## config.mk

```make
export PLATFORM = sky130hd
export DESIGN_NAME = ram_port_arbiter
export DESIGN_NICKNAME = d
export VERILOG_FILES = /design/src/rtl/ram_port_arbiter.sv
export SDC_FILE = /design/constraint.sdc
export NUM_CORES = 1
export LEC_CHECK = 0
export BUFFER_PORTS_ARGS = -buffer_cell sky130_fd_sc_hd__buf_2
export CORE_AREA = 2 2 132 134
export CTS_CLUSTER_SIZE = 10
export DETAILED_ROUTE_END_ITERATION = 10
export DIE_AREA = 0 0 134 136
export PLACE_DENSITY = 0.42
export SLEW_MARGIN = 20
export SYNTH_ARGS = -nofsm -noshare
export SYNTH_HDL_FRONTEND = slang
export SYNTH_SLANG_ARGS = --single-unit
export TNS_END_PERCENT = 10
```

## constraint.sdc

```tcl
create_clock -name CLK -period 3.2 [get_ports CLK]
set_input_delay 0.64 -clock CLK [delete_from_list [all_inputs] [get_ports CLK]]
set_output_delay 0.64 -clock CLK [all_outputs]
set_load 0.1 [all_outputs]
```

## src/rtl/ram_port_arbiter.sv

```systemverilog
// Round-robin arbiter giving NPORTS processor requesters and the testbench access to one RAM port.
// Define RAM_ARB_TIMEOUT_EN to build the OWN-state watchdog (limit TIMEOUT cycles, sticky timeout_err).
module ram_port_arbiter #(
  parameter int NPORTS  = 2,
  parameter int ADDR_W  = 32,
  parameter int DATA_W  = 32,
  parameter int TIMEOUT = 64
) (
  input  logic                     CLK,
  input  logic                     nRST,
  input  logic                     tbCTRL,
  input  logic                     tb_ren,
  input  logic                     tb_wen,
  input  logic [ADDR_W-1:0]        tb_addr,
  input  logic [DATA_W-1:0]        tb_store,
  input  logic [NPORTS-1:0]        req_ren,
  input  logic [NPORTS-1:0]        req_wen,
  input  logic [NPORTS*ADDR_W-1:0] req_addr,
  input  logic [NPORTS*DATA_W-1:0] req_store,
  output logic [NPORTS-1:0]        req_wait,
  output logic [DATA_W-1:0]        req_load,
  output logic [NPORTS-1:0]        grant,
  output logic                     ram_ren,
  output logic                     ram_wen,
  output logic [ADDR_W-1:0]        ram_addr,
  output logic [DATA_W-1:0]        ram_store,
  input  logic [DATA_W-1:0]        ram_load,
  input  logic [1:0]               ram_state,
  output logic                     timeout_err
);

  localparam int          IW = (NPORTS > 1) ? $clog2(NPORTS) : 1;
  localparam int unsigned NP = NPORTS;

  typedef enum logic [1:0] {IDLE, OWN, TB} state_t;

  state_t            state;
  logic [IW-1:0]     owner;
  logic [IW-1:0]     rr_ptr;
  logic [IW-1:0]     pick;
  logic              found;
  logic              done;
  logic              wd_hit;
  logic [NPORTS-1:0] request;

  assign request  = req_ren | req_wen;
  // ERROR ends the transaction exactly like ACCESS
  assign done     = (state == OWN) && ((ram_state == 2'd2) || (ram_state == 2'd3));
  // grant is one-hot owner while in OWN, so it doubles as the completion mask
  assign req_wait = request & ~(done ? grant : '0);
  assign req_load = ram_load;

  function automatic logic [IW-1:0] next_idx(input logic [IW-1:0] p);
    return (int'(p) == NPORTS - 1) ? '0 : p + 1'b1;
  endfunction

  always_comb begin
    int unsigned idx;
    idx   = 0;
    found = 1'b0;
    pick  = '0;
    for (int unsigned k = 0; k < NP; k++) begin
      idx = (32'(rr_ptr) + k) % NP;
      if (!found && request[IW'(idx)]) begin
        found = 1'b1;
        pick  = IW'(idx);
      end
    end
  end

`ifdef RAM_ARB_TIMEOUT_EN
  logic [31:0] wd_cnt;

  // counter is held at zero outside OWN, so every entry to OWN starts from 0
  assign wd_hit = done ? 1'b0 : ((state == OWN) && request[owner] && (wd_cnt == 32'(TIMEOUT - 1)));

  always_ff @(posedge CLK or negedge nRST) begin
    if (!nRST) begin
      wd_cnt      <= '0;
      timeout_err <= 1'b0;
    end else begin
      wd_cnt <= (state == OWN) ? wd_cnt + 32'd1 : '0;
      if (wd_hit) timeout_err <= 1'b1;
    end
  end
`else
  assign wd_hit      = 1'b0;
  assign timeout_err = 1'b0;
`endif

  always_ff @(posedge CLK or negedge nRST) begin
    if (!nRST) begin
      state  <= IDLE;
      owner  <= '0;
      rr_ptr <= '0;
      grant  <= '0;
    end else begin
      case (state)
        IDLE: begin
          if (tbCTRL) begin
            state <= TB;
          end else if (found) begin
            state <= OWN;
            owner <= pick;
            grant <= NPORTS'(1) << pick;
          end
        end
        OWN: begin
          if (done || wd_hit) begin
            state  <= IDLE;
            rr_ptr <= next_idx(owner);
            grant  <= '0;
          end else if (!request[owner]) begin
            state <= IDLE;
            grant <= '0;
          end
        end
        TB: begin
          if (!tbCTRL) state <= IDLE;
        end
        default: begin
          state <= IDLE;
          grant <= '0;
        end
      endcase
    end
  end

  always_comb begin
    ram_ren   = 1'b0;
    ram_wen   = 1'b0;
    ram_addr  = '0;
    ram_store = '0;
    case (state)
      OWN: begin
        ram_ren   = req_ren[owner];
        ram_wen   = req_wen[owner];
        ram_addr  = req_addr[owner*ADDR_W +: ADDR_W];
        ram_store = req_store[owner*DATA_W +: DATA_W];
      end
      TB: begin
        ram_ren   = tb_ren;
        ram_wen   = tb_wen;
        ram_addr  = tb_addr;
        ram_store = tb_store;
      end
      default: ;
    endcase
  end

endmodule
```

==> flow_metrics.tcl, run 1 <==
set metrics [dict create \
    clk_pin_slew_ns 0.04 \
    finClkSkew_ns 0.00365 \
    synthArstFlopShare_pct 100 \
    antenna_cells 0 \
    core_area_um2 16900 \
    cts_hold_buf 0 \
    die_w_um 134 \
    wl_um 10600 \
    required_ns 2.56 \
    synth_cell_types 28 \
    period_minus_slack_ns 2.83 \
    dr.pass1.iters 5 \
    grt_pass1_vias 3162 \
    synth_xor_xnor_area_share_pct 0 \
    die_h_um 136 \
    synth_cells 307 \
    grt_max_degree 38 \
    routedWlPerCell_um 14.1 \
    p_switching_uw 3320 \
    grt_usage_pct 10.4 \
    max-slew-margin-rel_pct 55.9 \
    syn2layout_area_growth_pct 57.5 \
    wl_met1_um 4210 \
    p_int_uw 1400 \
    gp_congestion 0.760 \
    hpwlAfterDp_um 8580 \
    cts.repair.resized 0 \
    final_antenna_net_count 0 \
    pwr-share-comb_pct 92.7 \
    crit_chain "inv_1 > ha_2 > buf_12 > a22oi_1 > nor2b_1 > buf_2" \
    drt_iter0_drc 88 \
    maxCapViolCount 0 \
    clockRootBuffer "clkbuf_16" \
    synthMuxAreaShare_pct 30.4 \
    synth-adder-area-share_pct 1.54 \
    power.density_nw_per_um2 1230 \
    sw_frac_of_total_pct 70.3 \
    layout-drive-gt1-share_pct 67.4 \
    wl_met2_um 5440 \
    endpoint_kind "primary output" \
    clock_power_share_pct 4.5 \
    ir_drop_uv 479 \
    p_seq_share_pct 2.8 \
    final_area_um2 3850 \
    total_power_uw 4720 \
    syn-num-nets 545 \
    tns_ns 0 \
    period_share_pct 88.5 \
    synth.cell_area_um2 2440 \
    hold_ws_ns 0.228 \
    yosysWarningCount 0 \
    status "finished clean" \
    slowest_delay_ns 0.47 \
    hold_viol_final 0 \
    start_util_pct 14.5 \
    synth-compound-area-share_pct 24.3 \
    yosys.area_share.simple_pct 20.7 \
    syn_avg_cell_area_um2 7.96 \
    dr_wl_met3_um 774 \
    portBuffers 271 \
    via_per_inst 4.18 \
    seq_area_frac_synth_pct 6.14 \
    vias 3147 \
    synth_common_cells "66 x a22oi_1, 66 x mux2_2, 66 x nor2b_1, 34 x buf_4, 19 x clkbuf_1" \
    crit_arrival_ns 2.19 \
    ios 338 \
    dieArea_um2 18200 \
    antenna_found_initial 1 \
    synth-main-ff-cell "dfrtp_1" \
    holdCritPathClass "in -> async" \
    seqCellArea_um2 151 \
    rsz0062_at_grt "false" \
    final_nets 766 \
    gr-total-overflow 0 \
    drc 0 \
    yosysTopAreaCellShare_pct 30.4 \
    setup_violations 0 \
    ys_seq_elements 6 \
    path_class "reg -> out" \
    grt_first_pass_wirelength_um 15700 \
    numCtsBuffers 3 \
    synth_top_family_by_area "multiplexers" \
    clk_latency_ns 0.23 \
    synth_edf_count 0 \
    cts_buffer_depth 2 \
    final_max_slew_viol_count 0 \
    multi_input_area_um2 1890 \
    place_area_um2 3770 \
    cts_tree "built" \
    htreeDepth 1 \
    critPathMaxFanout 35 \
    max_slew.worst_pin.slew_ns 0.656 \
    slowest_stage "ha_2" \
    startpoint_type "flop" \
    ys_top_cells_by_area "mux2_2 30%, a22oi_1 20%, nor2b_1 17%" \
    rows 48 \
    cts_setup_buffers 0 \
    topRoutingLayerUsed "met5" \
    synth_top_area_cell "mux2_2" \
    cts_sinks 6 \
    leakage_uw 0.00185 \
    fmax_mhz 353 \
    n_fill_cell 1891 \
]
==> worst paths after layout <==
path / from / end / slack (ns) / depth (start not counted)
max in group asynchronous: nRST / owner$_DFFE_PN0P_ / 2.82 / 1
worst max-delay path: state[0]$_DFFE_PN0P_ / ram_addr[26] / 0.37 / 6
worst max register to register: state[1]$_DFFE_PN0P_ / state[0]$_DFFE_PN0P_ / 1.10 / 7
min in group CLK: rr_ptr$_DFFE_PN0P_ / rr_ptr$_DFFE_PN0P_ / 0.49 / 2
worst min-delay path: nRST / grant[1]$_DFFE_PN0P_ / 0.23 / 1
worst min register to register: rr_ptr$_DFFE_PN0P_ / rr_ptr$_DFFE_PN0P_ / 0.49 / 2
==> registers in the layout, indices dropped and copies added, names as in the netlist <==
register	flops
owner	1
grant	2
rr_ptr	1
state	2
==> worst max-delay path, delay by kind of cell (launching register included) <==
family / cells / cell delay, ns
buffers and inverters: 3 / 0.84
adder cells (fa/ha/maj): 1 / 0.47
flip-flops: 1 / 0.38
AND/OR/NAND/NOR: 1 / 0.14
AO/OA/AOI/OAI: 1 / 0.12
==> placed cells by master (no fill, tap or decap) <==
master     instances
o31a_1             1
a31oi_1            3
buf_4              8
and3_1             1
clkbuf_16          3
or4_1              1
a21oi_1            1
conb_1             1
nand2b_1           2
nor3_1             1
o21a_1             1
a22oi_1           66
nor4_1             1
nand2_1            4
o211ai_1           2
mux2_2            66
buf_2            271
nand4_1            1
nor3_2             1
clkbuf_1           1
o22ai_1            2
nor2_1             3
nor2b_1           66
ha_2               3
dfrtp_1            5
buf_12             1
inv_1              3
dfrtp_2            1
nor3b_2            1
o21ai_0            6
==> cell type report <==
type | count | share of cell area (%)
multi-input cells | 234 | 49.1
repair buffers | 280 | 37.3
well taps | 225 | 7.31
clock buffers | 4 | 2.05
inverters | 3 | 0.292
flip-flops and latches | 6 | 3.93
==> power by group through the flow <==
stage          clock network (µW)  logic [µW]  registers, µW
2_1_floorplan                   0        3820            183
5_1_grt                       220        4610            139
3_5_place_dp                    0        4390            134
6_report                      210        4370            133
3_3_place_gp                    0        4370            134
4_1_cts                       212        4400            134
==> logic make-up after synthesis <==
group,count (synthesis)
other cells,1
compound gates,82
buf+inv,67
fa+ha+maj,3
simple gates,82
mux,66
flops,6
==> stage by stage <==
step	std cells	setup slack, ns	utilization, %
CTS	752	0.339	22.8
global route	752	0.204	22.8
finish	752	0.367	22.8
floorplan	307	0.0281	-
detailed placement	748	0.591	22.3
global placement	748	0.615	22.3
==> layer usage <==
metal  track usage [%]  vias to the layer above
li1                  -                     1533
met1              12.0                     1439
met2              20.0                      145
met3              1.72                       28
met4              2.19                        2
met5                 0                        -
Power figures use the tool's default switching activity.
==> inputs of run 2 (changes only) <==
Settings changed: CTS_CLUSTER_SIZE 10 to 20, GPL_TIMING_DRIVEN set to 0.
==> flow_metrics.tcl, run 2 (same netlist as run 1, synthesis figures left out) <==
set metrics [dict create \
    maxCapViolCount 0 \
    rsz0062_at_grt "true" \
    cts_buffer_depth 2 \
    via_per_inst 4.11 \
    pwr-share-comb_pct 93.4 \
    dr.pass1.iters 4 \
    status "finished clean" \
    layout_commonest_cell "buf_2" \
    cts_hold_buf 0 \
    n_fill_cell 1902 \
    period_minus_slack_ns 3.03 \
    p_int_uw 1470 \
    endpoint_kind "primary output" \
    hpwlAfterDp_um 10400 \
    hold_ws_ns 0.231 \
    wl_um 12400 \
    max_slew.worst_pin.slew_ns 0.726 \
    layout-drive-gt1-share_pct 68.6 \
    grt_max_degree 13 \
    cts_sinks 6 \
    power.density_nw_per_um2 1170 \
    die_h_um 136 \
    antenna_found_initial 0 \
    syn2layout_area_growth_pct 77.1 \
    slowest_delay_ns 0.46 \
    cp_num_buf_inv 4 \
    clockRootBuffer "clkbuf_16" \
    clk_latency_ns 0.23 \
    setup_ws_ns 0.175 \
    rows 48 \
    numCtsBuffers 3 \
    hold_viol_final 0 \
    portBuffers 303 \
    ios 338 \
    period_share_pct 94.5 \
    gr-total-overflow 0 \
    path_class "reg -> out" \
    reg2reg_from "state[0]$_DFFE_PN0P_" \
    grt_usage_pct 12.2 \
    grt_first_pass_wirelength_um 17600 \
    cts_tree "built" \
    start_util_pct 14.5 \
    die_w_um 134 \
    dieArea_um2 18200 \
    p_switching_uw 3580 \
    core_area_um2 16900 \
    gp_congestion 0.752 \
    final_antenna_net_count 0 \
    grt_pass1_vias 3242 \
    crit_chain "inv_1 > ha_1 > buf_2 > clkbuf_1 > a22oi_1 > nor2b_1 > buf_2" \
    dp_cells 835 \
    final_nets 852 \
    rrSetupSlack_ns 1.30 \
    crit_arrival_ns 2.39 \
    pre_cts_ws_ns 0.130 \
    max-slew-margin-rel_pct 51.2 \
    setup_violations 0 \
    fmax_mhz 331 \
    drc 0 \
    cpLargestDelayFamily "buffers and inverters" \
    clock_power_share_pct 4.0 \
    leakage_uw 0.00218 \
    final_max_slew_viol_count 0 \
    clk_pin_slew_ns 0.03 \
    holdCritPathClass "in -> async" \
    final_cell_mix "305 x buf_2, 66 x mux2_2, 66 x a22oi_1, 66 x nor2b_1, 34 x buf_4" \
    critPathMaxFanout 10 \
    startpoint_type "flop" \
    slowest_stage "buf_2" \
    ir_drop_uv 484 \
    cp_common_cell "buf_2" \
    fin_cells 837 \
    p_seq_share_pct 2.6 \
    required_ns 2.56 \
    vias 3437 \
    reg2reg_to "state[1]$_DFFE_PN0P_" \
    finClkSkew_ns 0.000610 \
    reg_top3 "grant x2, state x2" \
    drt_iter0_drc 79 \
    routedWlPerCell_um 14.8 \
    antenna_cells 0 \
    rr_worst_depth 8 \
    sw_frac_of_total_pct 70.8 \
    htreeDepth 1 \
]
run 2: worst max path at each step:
| stage | startpoint | end | slack, ns | depth (start not counted) |
|---|---|---|---|---|
| final | state[0]$_DFFE_PN0P_ | ram_store[17] | 0.17 | 7 |
| after global routing | state[0]$_DFFE_PN0P_ | ram_store[17] | -0.02 | 7 |
| after CTS | state[0]$_DFFE_PN0P_ | ram_addr[17] | 0.03 | 7 |
| after detailed placement | state[1]$_DFFE_PN0P_ | ram_store[17] | 0.13 | 6 |
| after global placement | state[1]$_DFFE_PN0P_ | ram_store[17] | 0.11 | 6 |
| after floorplan | state[1]$_DFFE_PN0P_ | req_wait[0] | 0.03 | 6 |
run 2: metal layers:
| layer | vias to the layer above | share of wire (%) | GRT usage [%] |
|---|---|---|---|
| met4 | 0 | 0.61 | 1.60 |
| met5 | - | 0 | 0 |
| met1 | 1552 | 40 | 14.6 |
| met3 | 7 | 7.6 | 1.57 |
| li1 | 1703 | - | - |
| met2 | 175 | 52 | 23.6 |
run 2: layout make-up:
type	instances	area [µm²]	area share, %
plain buffers	63	398	9.19
clock buffers	3	75.1	1.73
inverters	3	11.3	0.260
multi-input cells	234	1880	43.5
flip-flops and latches	6	150	3.47
well taps	225	282	6.50
repair buffers	303	1530	35.4
run 2: worst register-to-register path, cell delays in order (launching register included):
cell,delay (ns)
dfrtp_1,0.37
inv_1,0.12
ha_1,0.15
buf_2,0.23
clkbuf_1,0.43
inv_1,0.09
o31a_1,0.14
a31oi_1,0.16
o21ai_0,0.09
run 2: per-stage QoR:
step / total power [µW] / utilization, % / TNS (ns) / instance area [µm²]
global route: 5350 / 25.7 / -0.0228 / 4330
floorplan: 4010 / - / 0 / 2440
global placement: 4920 / 25.1 / 0 / 4240
CTS: 5110 / 25.6 / 0 / 4310
finish: 5050 / 25.7 / 0 / 4330
detailed placement: 4900 / 25.1 / 0 / 4240
run 2: power groups by stage:
stage / logic, µW / registers [µW] / clock network, µW
after global placement: 4790 / 132 / 0
after floorplan: 3820 / 183 / 0
after detailed placement: 4770 / 131 / 0
final: 4720 / 131 / 204
after CTS: 4770 / 131 / 205
after global routing: 5000 / 136 / 210
run 2: timing repair:
| action | in CTS | in global routing |
|---|---|---|
| buffers inserted | 0 | 0 |
| endpoints found under the hold margin | 0 | 0 |
| resized for setup | 0 | 8 |
| endpoints found under the setup margin | 13 | 16 |
